File: src/rtl/vga_plot_scheduler.sv
`default_nettype none
// ============================================================================
// Module      : vga_plot_scheduler
// Description : Queues CPU pixel plots in a small FIFO and sequences full-screen
//               clear sweeps, issuing at most one registered pixel per cycle.
// Revision    : 1.0 - initial release
// ============================================================================
module vga_plot_scheduler #(
    parameter int X_WIDTH     = 8,
    parameter int Y_WIDTH     = 7,
    parameter int COLOR_WIDTH = 3,
    parameter int X_MAX       = 160,
    parameter int Y_MAX       = 120,
    parameter int FIFO_DEPTH  = 4
) (
    input  logic                   clock,
    input  logic                   reset,
    input  logic                   req_valid,
    output logic                   req_ready,
    input  logic [X_WIDTH-1:0]     req_x,
    input  logic [Y_WIDTH-1:0]     req_y,
    input  logic [COLOR_WIDTH-1:0] req_color,
    input  logic                   clear_start,
    input  logic [COLOR_WIDTH-1:0] clear_color,
    input  logic                   out_stall,
    output logic [X_WIDTH-1:0]     vga_x,
    output logic [Y_WIDTH-1:0]     vga_y,
    output logic [COLOR_WIDTH-1:0] vga_color,
    output logic                   vga_plot,
    output logic                   range_err,
    output logic                   busy
);

    localparam int                     c_PTR_W   = $clog2(FIFO_DEPTH);
    localparam int                     c_ENTRY_W = X_WIDTH + Y_WIDTH + COLOR_WIDTH;
    localparam logic [X_WIDTH:0]       c_X_LIM   = (X_WIDTH+1)'(X_MAX);
    localparam logic [Y_WIDTH:0]       c_Y_LIM   = (Y_WIDTH+1)'(Y_MAX);
    localparam logic [X_WIDTH-1:0]     c_X_LAST  = X_WIDTH'(X_MAX - 1);
    localparam logic [Y_WIDTH-1:0]     c_Y_LAST  = Y_WIDTH'(Y_MAX - 1);

    typedef enum logic [1:0] {
        S_IDLE  = 2'd0,
        S_DRAIN = 2'd1,
        S_CLEAR = 2'd2
    } state_t;

    state_t                   r_state;
    state_t                   w_state_nxt;

    logic [c_ENTRY_W-1:0]     r_mem [FIFO_DEPTH];
    logic [c_PTR_W:0]         r_wr_ptr;
    logic [c_PTR_W:0]         r_rd_ptr;
    logic                     r_clear_pend;
    logic [COLOR_WIDTH-1:0]   r_clear_col;
    logic [X_WIDTH-1:0]       r_cx;
    logic [Y_WIDTH-1:0]       r_cy;
    logic [X_WIDTH-1:0]       r_vga_x;
    logic [Y_WIDTH-1:0]       r_vga_y;
    logic [COLOR_WIDTH-1:0]   r_vga_color;
    logic                     r_vga_plot;
    logic                     r_range_err;

    logic                     w_empty;
    logic                     w_full;
    logic                     w_req_ready;
    logic                     w_push;
    logic                     w_pop;
    logic                     w_in_range;
    logic                     w_clear_take;
    logic                     w_clear_emit;
    logic                     w_clear_last;
    logic [c_ENTRY_W-1:0]     w_head;
    logic [X_WIDTH-1:0]       w_head_x;
    logic [Y_WIDTH-1:0]       w_head_y;
    logic [COLOR_WIDTH-1:0]   w_head_color;

    // Extra pointer MSB distinguishes full from empty when the indices match.
    assign w_empty = (r_wr_ptr == r_rd_ptr);
    assign w_full  = (r_wr_ptr[c_PTR_W] != r_rd_ptr[c_PTR_W]) &&
                     (r_wr_ptr[c_PTR_W-1:0] == r_rd_ptr[c_PTR_W-1:0]);

    assign w_head = r_mem[r_rd_ptr[c_PTR_W-1:0]];
    assign {w_head_x, w_head_y, w_head_color} = w_head;
    assign w_in_range = ({1'b0, w_head_x} < c_X_LIM) && ({1'b0, w_head_y} < c_Y_LIM);

    assign w_req_ready  = !reset && !w_full && (r_state == S_IDLE) && !r_clear_pend;
    assign w_push       = req_valid && w_req_ready;
    assign w_pop        = ((r_state == S_IDLE) || (r_state == S_DRAIN)) && !w_empty && !out_stall;
    assign w_clear_take = (r_state == S_IDLE) && !r_clear_pend && clear_start;
    assign w_clear_emit = (r_state == S_CLEAR) && !out_stall;
    assign w_clear_last = w_clear_emit && (r_cx == c_X_LAST) && (r_cy == c_Y_LAST);

    always_comb begin
        w_state_nxt = r_state;
        case (r_state)
            // A request accepted alongside clear_start must be drained first.
            S_IDLE:  if (w_clear_take) w_state_nxt = (w_empty && !w_push) ? S_CLEAR : S_DRAIN;
            S_DRAIN: if (w_empty) w_state_nxt = S_CLEAR;
            S_CLEAR: if (w_clear_last) w_state_nxt = S_IDLE;
            default: w_state_nxt = S_IDLE;
        endcase
    end

    always_ff @(posedge clock) begin
        if (w_push) begin
            r_mem[r_wr_ptr[c_PTR_W-1:0]] <= {req_x, req_y, req_color};
        end
    end

    always_ff @(posedge clock) begin
        if (reset) begin
            r_state      <= S_IDLE;
            r_wr_ptr     <= '0;
            r_rd_ptr     <= '0;
            r_clear_pend <= 1'b0;
            r_clear_col  <= '0;
            r_cx         <= '0;
            r_cy         <= '0;
            r_vga_x      <= '0;
            r_vga_y      <= '0;
            r_vga_color  <= '0;
            r_vga_plot   <= 1'b0;
            r_range_err  <= 1'b0;
        end else begin
            r_state     <= w_state_nxt;
            r_vga_plot  <= 1'b0;
            r_range_err <= 1'b0;

            if (w_push) begin
                r_wr_ptr <= r_wr_ptr + 1'b1;
            end

            if (w_pop) begin
                r_rd_ptr <= r_rd_ptr + 1'b1;
                if (w_in_range) begin
                    r_vga_x     <= w_head_x;
                    r_vga_y     <= w_head_y;
                    r_vga_color <= w_head_color;
                    r_vga_plot  <= 1'b1;
                end else begin
                    r_range_err <= 1'b1;
                end
            end else if (w_clear_emit) begin
                r_vga_x     <= r_cx;
                r_vga_y     <= r_cy;
                r_vga_color <= r_clear_col;
                r_vga_plot  <= 1'b1;
                // Raster advance; the final pixel wraps both counters back to 0.
                if (r_cx == c_X_LAST) begin
                    r_cx <= '0;
                    r_cy <= (r_cy == c_Y_LAST) ? '0 : r_cy + 1'b1;
                end else begin
                    r_cx <= r_cx + 1'b1;
                end
            end

            if (w_clear_take) begin
                r_clear_pend <= 1'b1;
                r_clear_col  <= clear_color;
            end else if (w_clear_last) begin
                r_clear_pend <= 1'b0;
            end
        end
    end

    assign req_ready = w_req_ready;
    assign vga_x     = r_vga_x;
    assign vga_y     = r_vga_y;
    assign vga_color = r_vga_color;
    assign vga_plot  = r_vga_plot;
    assign range_err = r_range_err;
    assign busy      = !reset && ((r_state != S_IDLE) || r_clear_pend || !w_empty || r_vga_plot);

endmodule
`default_nettype wire

File: config.mk
export PLATFORM = sky130hd
export DESIGN_NAME = vga_plot_scheduler
export DESIGN_NICKNAME = d
export VERILOG_FILES = /design/src/rtl/vga_plot_scheduler.sv
export SDC_FILE = /design/constraint.sdc
export NUM_CORES = 1
export LEC_CHECK = 0
export ABC_AREA = 1
export BUFFER_PORTS_ARGS = -buffer_cell sky130_fd_sc_hd__buf_2
export CAP_MARGIN = 5
export CORE_ASPECT_RATIO = 1.1
export CORE_MARGIN = 2
export CORE_UTILIZATION = 33
export CTS_BUF_LIST = sky130_fd_sc_hd__clkbuf_8
export DETAILED_ROUTE_END_ITERATION = 7
export HOLD_SLACK_MARGIN = 0.06
export PLACE_DENSITY = 0.51
export REMOVE_ABC_BUFFERS = 1
export SLEW_MARGIN = 40
export SYNTH_ARGS = -nofsm -noshare
export SYNTH_HDL_FRONTEND = slang
export SYNTH_SLANG_ARGS = --single-unit
File: constraint.sdc
create_clock -name clock -period 3.2 [get_ports clock]
set_input_delay 0.16 -clock clock [delete_from_list [all_inputs] [get_ports clock]]
set_output_delay 0.16 -clock clock [all_outputs]
set_load 0.02 [all_outputs]
==> Yosys cells after proc, flatten, opt, wreduce, memory -nomap -nowiden <==
Memory sizes are Yosys's and may differ from the RTL's. A register that Yosys moved wholly into a read port is not among the register bits.
Index checks and enable logic that the tools add are counted.
{ "op_classes": {"eq_ne": 11, "magnitude_cmp": 2, "n_bitwise": 1, "addsub": 4, "n_mux": 26, "n_reduce_logical": 34} }
{ "op_table": {"columns": ["cell", "count"], "rows": [
  ["2-to-1 mux 8 bit", 4],
  ["2-to-1 mux 7 bit", 4],
  ["logical AND 1 bit", 15],
  ["2-to-1 mux 2 bit", 6],
  ["2-to-1 mux 3 bit", 3],
  ["adder 8 x 1 -> 8 bit (second input constant)", 1],
  ["equality test 8 bit (second input constant)", 1],
  ["less-than comparator 8 bit (second input constant)", 1],
  ["2-to-1 mux 1 bit", 8],
  ["adder 7 x 1 -> 7 bit (second input constant)", 1],
  ["equality test 7 bit (second input constant)", 1],
  ["less-than comparator 7 bit (second input constant)", 1],
  ["adder 3 x 1 -> 3 bit (second input constant)", 2],
  ["logical NOT 1 bit", 6],
  ["inequality test 2 bit (second input constant)", 3],
  ["one-hot mux 2 bit (3 select lines)", 1],
  ["AND reduction 3 bit", 2],
  ["nonzero test 2 bit", 3],
  ["logical OR 1 bit", 4],
  ["AND reduction 2 bit", 2],
  ["equality test 3 bit", 1],
  ["equality test 2 x 1 -> 1 bit (second input constant)", 1],
  ["equality test 2 bit", 1],
  ["equality test 2 bit (second input constant)", 1],
  ["5 further kinds", 5]
]} }
{ "word_totals": {"ram_bits": 72, "input_bits": 26, "out_inout_bits": 22, "ff_bits": 47, "n_memories": 1} }
{ "memory_table": {"columns": ["memory", "depth", "width", "rd", "rd_clocked_by_memory_dff", "write_ports", "line", "rtl"], "rows": [
  ["r_mem", 4, 18, 1, 1, 1, "50", "logic [c_ENTRY_W-1:0] r_mem [FIFO_DEPTH];"]
]} }

==> Depth between registers and ports, before layout <==
Gate-level depths: netlist (run 1).
{ "logic_depth": {"word_depth": 12, "depth_mapped": 12, "depth_no_buf": 10} }

==> Worst setup path before layout (run 1) <==
Ideal clock, no wire load.
{ "synth_path": {"path_type": "register -> register", "start": "register r_wr_ptr[0]", "end": "memory r_mem[0][0] (netlist bit) (enable)", "stages_incl_launch_ff": 8, "t_required_ps": 2807, "path_buffers": 0, "t_arrival_ps": 1827, "path_slack_ps": 980, "path_cell_list": "dfxtp_1 -> inv_2 -> nand2_1 -> nand2_1 -> and2_1 -> nand3_1 -> nand3_1 -> nor2_1"} }
{ "synth_between": {"elab_chain_cells": 9} }
{ "synth_rtl": {"columns": ["element", "line", "rtl"], "rows": [
  ["start, declared", "51", "logic [c_PTR_W:0] r_wr_ptr;"],
  ["start signal, assigned", "130", "r_wr_ptr <= r_wr_ptr + 1'b1;"],
  ["equality test 2 bit", "80", "(r_wr_ptr[c_PTR_W-1:0] == r_rd_ptr[c_PTR_W-1:0]);"],
  ["logical AND 1 bit", "79", "assign w_full = (r_wr_ptr[c_PTR_W] != r_rd_ptr[c_PTR_W]) &&"],
  ["logical NOT 1 bit", "86", "assign w_req_ready = !reset && !w_full && (r_state == S_IDLE) && !r_clear_pend;"],
  ["logical AND 1 bit (3 in a row)", "86", null],
  ["logical AND 1 bit", "87", "assign w_push = req_valid && w_req_ready;"],
  ["2-to-1 mux 1 bit", "105", "if (w_push) begin"],
  ["2-to-1 mux 1 bit (implied by the code)", "106", "r_mem[r_wr_ptr[c_PTR_W-1:0]] <= {req_x, req_y, req_color};"],
  ["end, declared", "50", null]
]} }
Several ways; a longest one is shown, not always the timed one.

==> Worst setup path after layout (run 1) <==
{ "layout_path": {"start": "register r_wr_ptr[1]", "end": "register r_vga_y[5], in the netlist vga_y[5]"} }
{ "layout_between": {"elab_chain_cells": 6} }
{ "layout_rtl": {"columns": ["element", "line", "rtl"], "rows": [
  ["equality test 3 bit (*)", "78", "assign w_empty = (r_wr_ptr == r_rd_ptr);"],
  ["logical NOT 1 bit (*)", "88", "assign w_pop = ((r_state == S_IDLE) || (r_state == S_DRAIN)) && !w_empty && !out_stall;"],
  ["logical AND 1 bit (*) (2 in a row)", "88", null],
  ["inequality test 2 x 1 -> 1 bit (no line) or nonzero test 2 bit (tied branches)", null, null],
  ["AND reduction 2 bit (no line)", null, null],
  ["end signal, assigned", "137", "r_vga_y <= w_head_y;"],
  ["end signal, assigned", "145", "r_vga_y <= r_cy;"],
  ["end, declared", "58", "logic [Y_WIDTH-1:0] r_vga_y;"]
]} }
Mark *: on every way between the ends. The rest lies on a longest branch, timed or not.
A chain may end at the register's enable or synchronous reset.

==> out/metrics.cfg, run 1 <==
[sta]
hold_violations = 0
max_clock_freq_mhz = 481.9
skew_ps = 7.495
rsz0062_at_grt = no
tightestPinTransition_ps = 587.1
max_slew_margin_pct = 60.80
setup_tns_ps = 0
final_max_slew_viol_count = 0
period_needed_ps = 2075
period_share_pct = 64.85
setup_viol = 0

[drt]
ant_nets = 0
drtPass1Iterations = 5
wl_per_cell_um = 13.70
routed_wl_mm = 11.67
viasPerCell = 4.589
drt_iter0_markers = 164
route.vias.total = 3910
drc = 0

[job]
cap_violations = 0

[critical_path]
critPathLaunch = r_wr_ptr[1]
end_kind = flip-flop
critPathMaxFanout = 37
timing.critical_path.mode_cell = nand2_1
critPathKind = flip-flop to flip-flop
crit_chain = inv_1, nand2_1, nand2_1, nand3_2, nand2_1, nor2_4, nand3_4, a21oi_1, nor2_1
crit_buf_inv = 1
max_stage_delay_ps = 470
start_kind = flip-flop
r2r-start = r_wr_ptr[1]
worstPathArrival_ps = 2410
path_delay_family = simple AND/OR/NAND/NOR gates
worstPathRequired_ps = 3540
crit_path_top_delay_cell = nand3_4

[hold_path]
min_path_type = input pin to flip-flop
min_from = clear_start

[synthesis]
synth_area_per_cell_um2 = 9.305
synth_area_mm2 = 0.005285
ys_ff_latch = 121
yosysSeqAreaShare_pct = 59.47
synth.distinct_cells = 34
yosys_most_used_dff = edfxtp_1
synth_top_cell_by_area = edfxtp_1
synth_common_cells = nand2_1, nor2_1, edfxtp_1, dfxtp_1, inv_1
yosysTopAreaCellShare_pct = 40.91
synthTopCellsByArea = edfxtp_1, dfxtp_1, nand2_1
synth_most_common_cell = nand2_1
postSynthCellCount = 568
async_reset_ff_share_pct = 0
synth_edf_count = 72
synth_warnings = 0

[clock_network]
cts_buffers = 17
clk_latency_ps = 440
clk_pin_slew_ps = 70
cts_root_buf = clkbuf_8
cts_htree_levels = 4
cts_sinks = 121
cts_buffer_depth = 2
tritoncts = done
post_cts_buffers = 0

[pwr]
vdd.ir_drop.worst_uv = 390.4
p_per_area_mw_per_mm2 = 813.0
total_power_w = 0.005126
p_leak_nw = 2.554

[run_status]
status = finished clean

[layout]
layout-area-overhead-vs-synth_pct = 19.29
drive_gt1_share_pct = 17.02
final_nets = 672
antennaDiodeCount = 0
fillers = 1537

[global_routing]
grt_antenna_before_repair = 0
grt_max_degree = 38
track_usage_pct = 14.45
grt_remaining_overflow = 0
grt_pass1_vias = 3660
grt_pass1_wl_mm = 18.88

[die]
core_area_mm2 = 0.01568
die_y_um = 136.7
row_count = 48
initial_core_util_pct = 33.72
die-area_mm2 = 0.01704
io_pins = 48
die_w_um = 124.7

[place]
portBuffers = 47
hpwl_mm = 7.525
gp_congestion = 0.8202

==> stage by stage <==
step / instances / hold slack [ps] / setup slack (ps) / utilization (%) / instance area [um^2]
finish: 852 / 180.5 / 1125 / 40.22 / 6305
global route: 852 / 189.8 / 884.5 / 40.22 / 6305
CTS: 852 / 146.9 / 1092 / 40.22 / 6305
detailed placement: 798 / 376.4 / 1113 / 36.15 / 5667
global placement: 798 / 374.8 / 1155 / 36.15 / 5667
floorplan: 543 / 229.1 / 868.3 / - / 5121
==> placed cells by master (no fill, tap or decap), drive strengths merged, types with 7 or more instances in the layout <==
| master | instances |
|---|---|
| o22ai | 12 |
| o21ai | 43 |
| ha | 7 |
| nand2 | 134 |
| a21oi | 35 |
| inv | 53 |
| nor2 | 76 |
| buf | 55 |
| dlygate4sd3 | 22 |
| dfxtp | 49 |
| edfxtp | 72 |
| nor3 | 7 |
| nand3 | 42 |
| clkbuf | 17 |
==> layer usage <==
layer	global-route usage, %	part of all wire (%)	up-vias
met5	0	0	-
met4	6.617	1.8	0
li1	-	-	2030
met1	18.32	47	1787
met3	3.714	3.5	15
met2	23.38	47	78
==> worst reg2reg max path: cells and delay by family, from the launching register on <==
| family | cells | cell delay, ps |
|---|---|---|
| AND/OR/NAND/NOR | 7 | 1170 |
| AO/OA/AOI/OAI | 1 | 310 |
| flip-flops | 1 | 390 |
| buffers and inverters | 1 | 110 |
==> where the power goes <==
group	switching [W]	total (W)	leakage (nW)	internal, W
clock network	0.000613	0.00145	0.200	0.000833
registers	0.0000993	0.00196	1.05	0.00186
logic	0.00117	0.00172	1.30	0.000553
==> cell type report <==
class                   count  area [um^2]  share of cell area, %
clock buffers              17        234.0                  3.711
multi-input cells         370         1783                  28.28
inverters                  52        195.2                  3.096
well taps                 200        250.2                  3.969
flip-flops and latches    121         3143                  49.85
repair buffers             77        515.5                  8.176
clock inverters            15        183.9                  2.917
==> what timing repair did <==
item / in CTS / in global routing
hold endpoints to repair: 80 / 0
gates resized for setup: 0 / 0
hold buffers: 22 / 0
==> logic make-up (layout without fill, tap and decap cells) <==
group / after synthesis / count (layout) / synth area share [%]
AO/OA/AOI/OAI: 93 / 93 / 9.801
XOR/XNOR: 5 / 5 / 0.8287
adder cells (fa/ha/maj): 7 / 7 / 1.657
buffers and inverters: 77 / 161 / 6.794
flip-flops: 121 / 121 / 59.47
AND/OR/NAND/NOR: 265 / 265 / 21.45
==> registers in the layout (all words and copies together) (netlist names), named ones only <==
name          flops
r_clear_col       3
r_clear_pend      1
r_cx              8
r_cy              7
r_mem            72
r_rd_ptr          3
r_state           2
r_wr_ptr          3
range_err         1
vga_color         3
vga_plot          1
vga_x             8
vga_y             7
==> final timing paths <==
check,to,slack (ps),depth (start not counted)
worst max-delay path,vga_y[5],1120,9
worst min-delay path,r_clear_col[1],180,5
worst max register to register,vga_y[5],1120,9
worst min register to register,r_clear_pend,480,2
(Power assumes the default switching activity.)
==> run 2: changes to the inputs <==
==> constraint.sdc (replaced) <==
create_clock -name clock -period 2.1 [get_ports clock]
set_input_delay 0.105 -clock clock [delete_from_list [all_inputs] [get_ports clock]]
set_output_delay 0.105 -clock clock [all_outputs]
set_load 0.02 [all_outputs]
==> run 2 against run 1 <==
  * Register-to-register slack worse by 920 ps
  * Clock skew down 0.97 ps
  * Count of clock-buffer cells in the layout unchanged
  * Flip-flop and latch count unchanged
  * Via count up 2.4%
  * Clock power up 52%
  * Global-route usage up 0.36 points
  * Sequential share of layout area down 0.96 points
  * Utilization up 0.79 points
  * First-iteration DRC count up 13%
==> out/metrics.cfg, run 2 (synthesis results as in run 1) <==
[drt]
ant_nets = 0
route.vias.total = 4005
routed_wl_mm = 11.94
drtPass1Iterations = 4
wl_per_cell_um = 13.88
viasPerCell = 4.657
drc = 0
drt_iter0_markers = 186

[pwr]
p_per_area_mw_per_mm2 = 1239
p_leak_nw = 2.622
vdd.ir_drop.worst_uv = 604.5

[sta]
setup_tns_ps = 0
holdWs_ps = 85.85
period_share_pct = 90.03
final_max_slew_viol_count = 0
max_slew_margin_pct = 57.44
skew_ps = 6.527
rsz0062_at_grt = no
tightestPinTransition_ps = 637.7
hold_violations = 0
max_clock_freq_mhz = 529.0
setup_viol = 0
period_needed_ps = 1891

[layout]
design_area_mm2 = 0.006429
antennaDiodeCount = 0
layout-area-overhead-vs-synth_pct = 21.64
largest_reg_flops = 72
layout_commonest_cell = nand2_1
drive_gt1_share_pct = 18.48
layout_common_cells = nand2_1, nor2_1, edfxtp_1, dfxtp_1
final_nets = 680

[die]
die_y_um = 136.7
io_pins = 48
row_count = 48
die_w_um = 124.7
core_area_mm2 = 0.01568
initial_core_util_pct = 33.72
die-area_mm2 = 0.01704

[hold_path]
min_path_type = input pin to flip-flop
hold_path_depth = 3

[global_routing]
grt_pass1_vias = 3888
grt_antenna_before_repair = 0
grt_max_degree = 38
grt_pass1_wl_mm = 19.48
grt_remaining_overflow = 0
track_usage_pct = 14.81

[critical_path]
r2r_cells = 8
critPathMaxFanout = 18
end_kind = flip-flop
start_kind = flip-flop
critPathKind = flip-flop to flip-flop
worstPathRequired_ps = 2240
worstPathArrival_ps = 2030

[place]
portBuffers = 47
hpwl_mm = 8.053
gp_congestion = 0.8077
dpl_cell_area_mm2 = 0.005784

[run_status]
status = finished clean

[clock_network]
cts_buffer_depth = 2
clk_latency_ps = 450
clk_pin_slew_ps = 70
cts_sinks = 121
cts_buffers = 17
cts_root_buf = clkbuf_8
cts_htree_levels = 4
tritoncts = done

[job]
cap_violations = 0

run 2: cell types whose count changed in the layout (fill, tap and decap cells not counted), sizes merged:
cell | previous run | this run
buf | 55 | 64
clkinvlp | 5 | 1
inv | 53 | 57
bufinv | 4 | 3
clkinv | 5 | 6
dlygate4sd3 | 22 | 21
run 2: layer usage:
| layer | vias to the layer above | track usage, % | routed length (um) |
|---|---|---|---|
| met4 | 0 | 6.929 | 239 |
| met3 | 18 | 3.518 | 375 |
| met1 | 1872 | 18.47 | 5542 |
| li1 | 2047 | - | - |
| met5 | - | 0 | 0 |
| met2 | 68 | 24.47 | 5782 |
run 2: critical path, cell delays in order, from the launching register on:
cell and delay [ps]:
dfxtp_1 390, inv_1 110, nand2_1 80, nand2_1 100, and2_1 180, nand3_1 80
nand3_1 190, nor2_1 180, buf_6 250
run 2: worst paths after layout:
check                                   from            to  slack, ps
worst max-delay path             r_wr_ptr[1]  r_mem[0][16]        210
worst min-delay path                   reset       r_cx[1]         90
worst max register to register   r_wr_ptr[1]  r_mem[0][16]        210
worst min register to register  r_clear_pend  r_clear_pend        480
run 2: per-stage QoR:
stage | setup slack [ps] | cells | total power [W] | util, %
6_report | 209.5 | 860 | 0.007965 | 41.01
3_3_place_gp | 191.7 | 807 | 0.005742 | 36.90
2_1_floorplan | -231.7 | 543 | 0.004836 | -
3_5_place_dp | 157.3 | 807 | 0.005800 | 36.90
5_1_grt | 17.39 | 860 | 0.008535 | 41.01
4_1_cts | 141.6 | 860 | 0.008062 | 40.95
run 2: cell type report:
cell class	instances	area, um^2
clock buffer	17	234.0
clock inverter	15	190.2
fill	1583	9246
inverter	52	197.7
multi-input combinational	370	1783
sequential	121	3143
tap	200	250.2
timing repair buffer	85	630.6
run 2: what timing repair did:
item,4_1_cts,5_1_grt
endpoints found under the setup margin,0,37
setup buffers,0,0
hold buffers,21,0
endpoints found under the hold margin,75,0
gates resized for setup,0,4
run 2: power by group:
part	internal, W	switching (W)	leakage (nW)	total (W)
sequential	0.00284	0.000158	1.05	0.00299
combinational	0.000954	0.00181	1.36	0.00276
clock	0.00120	0.00101	0.212	0.00221
total	0.00499	0.00298	2.62	0.00797
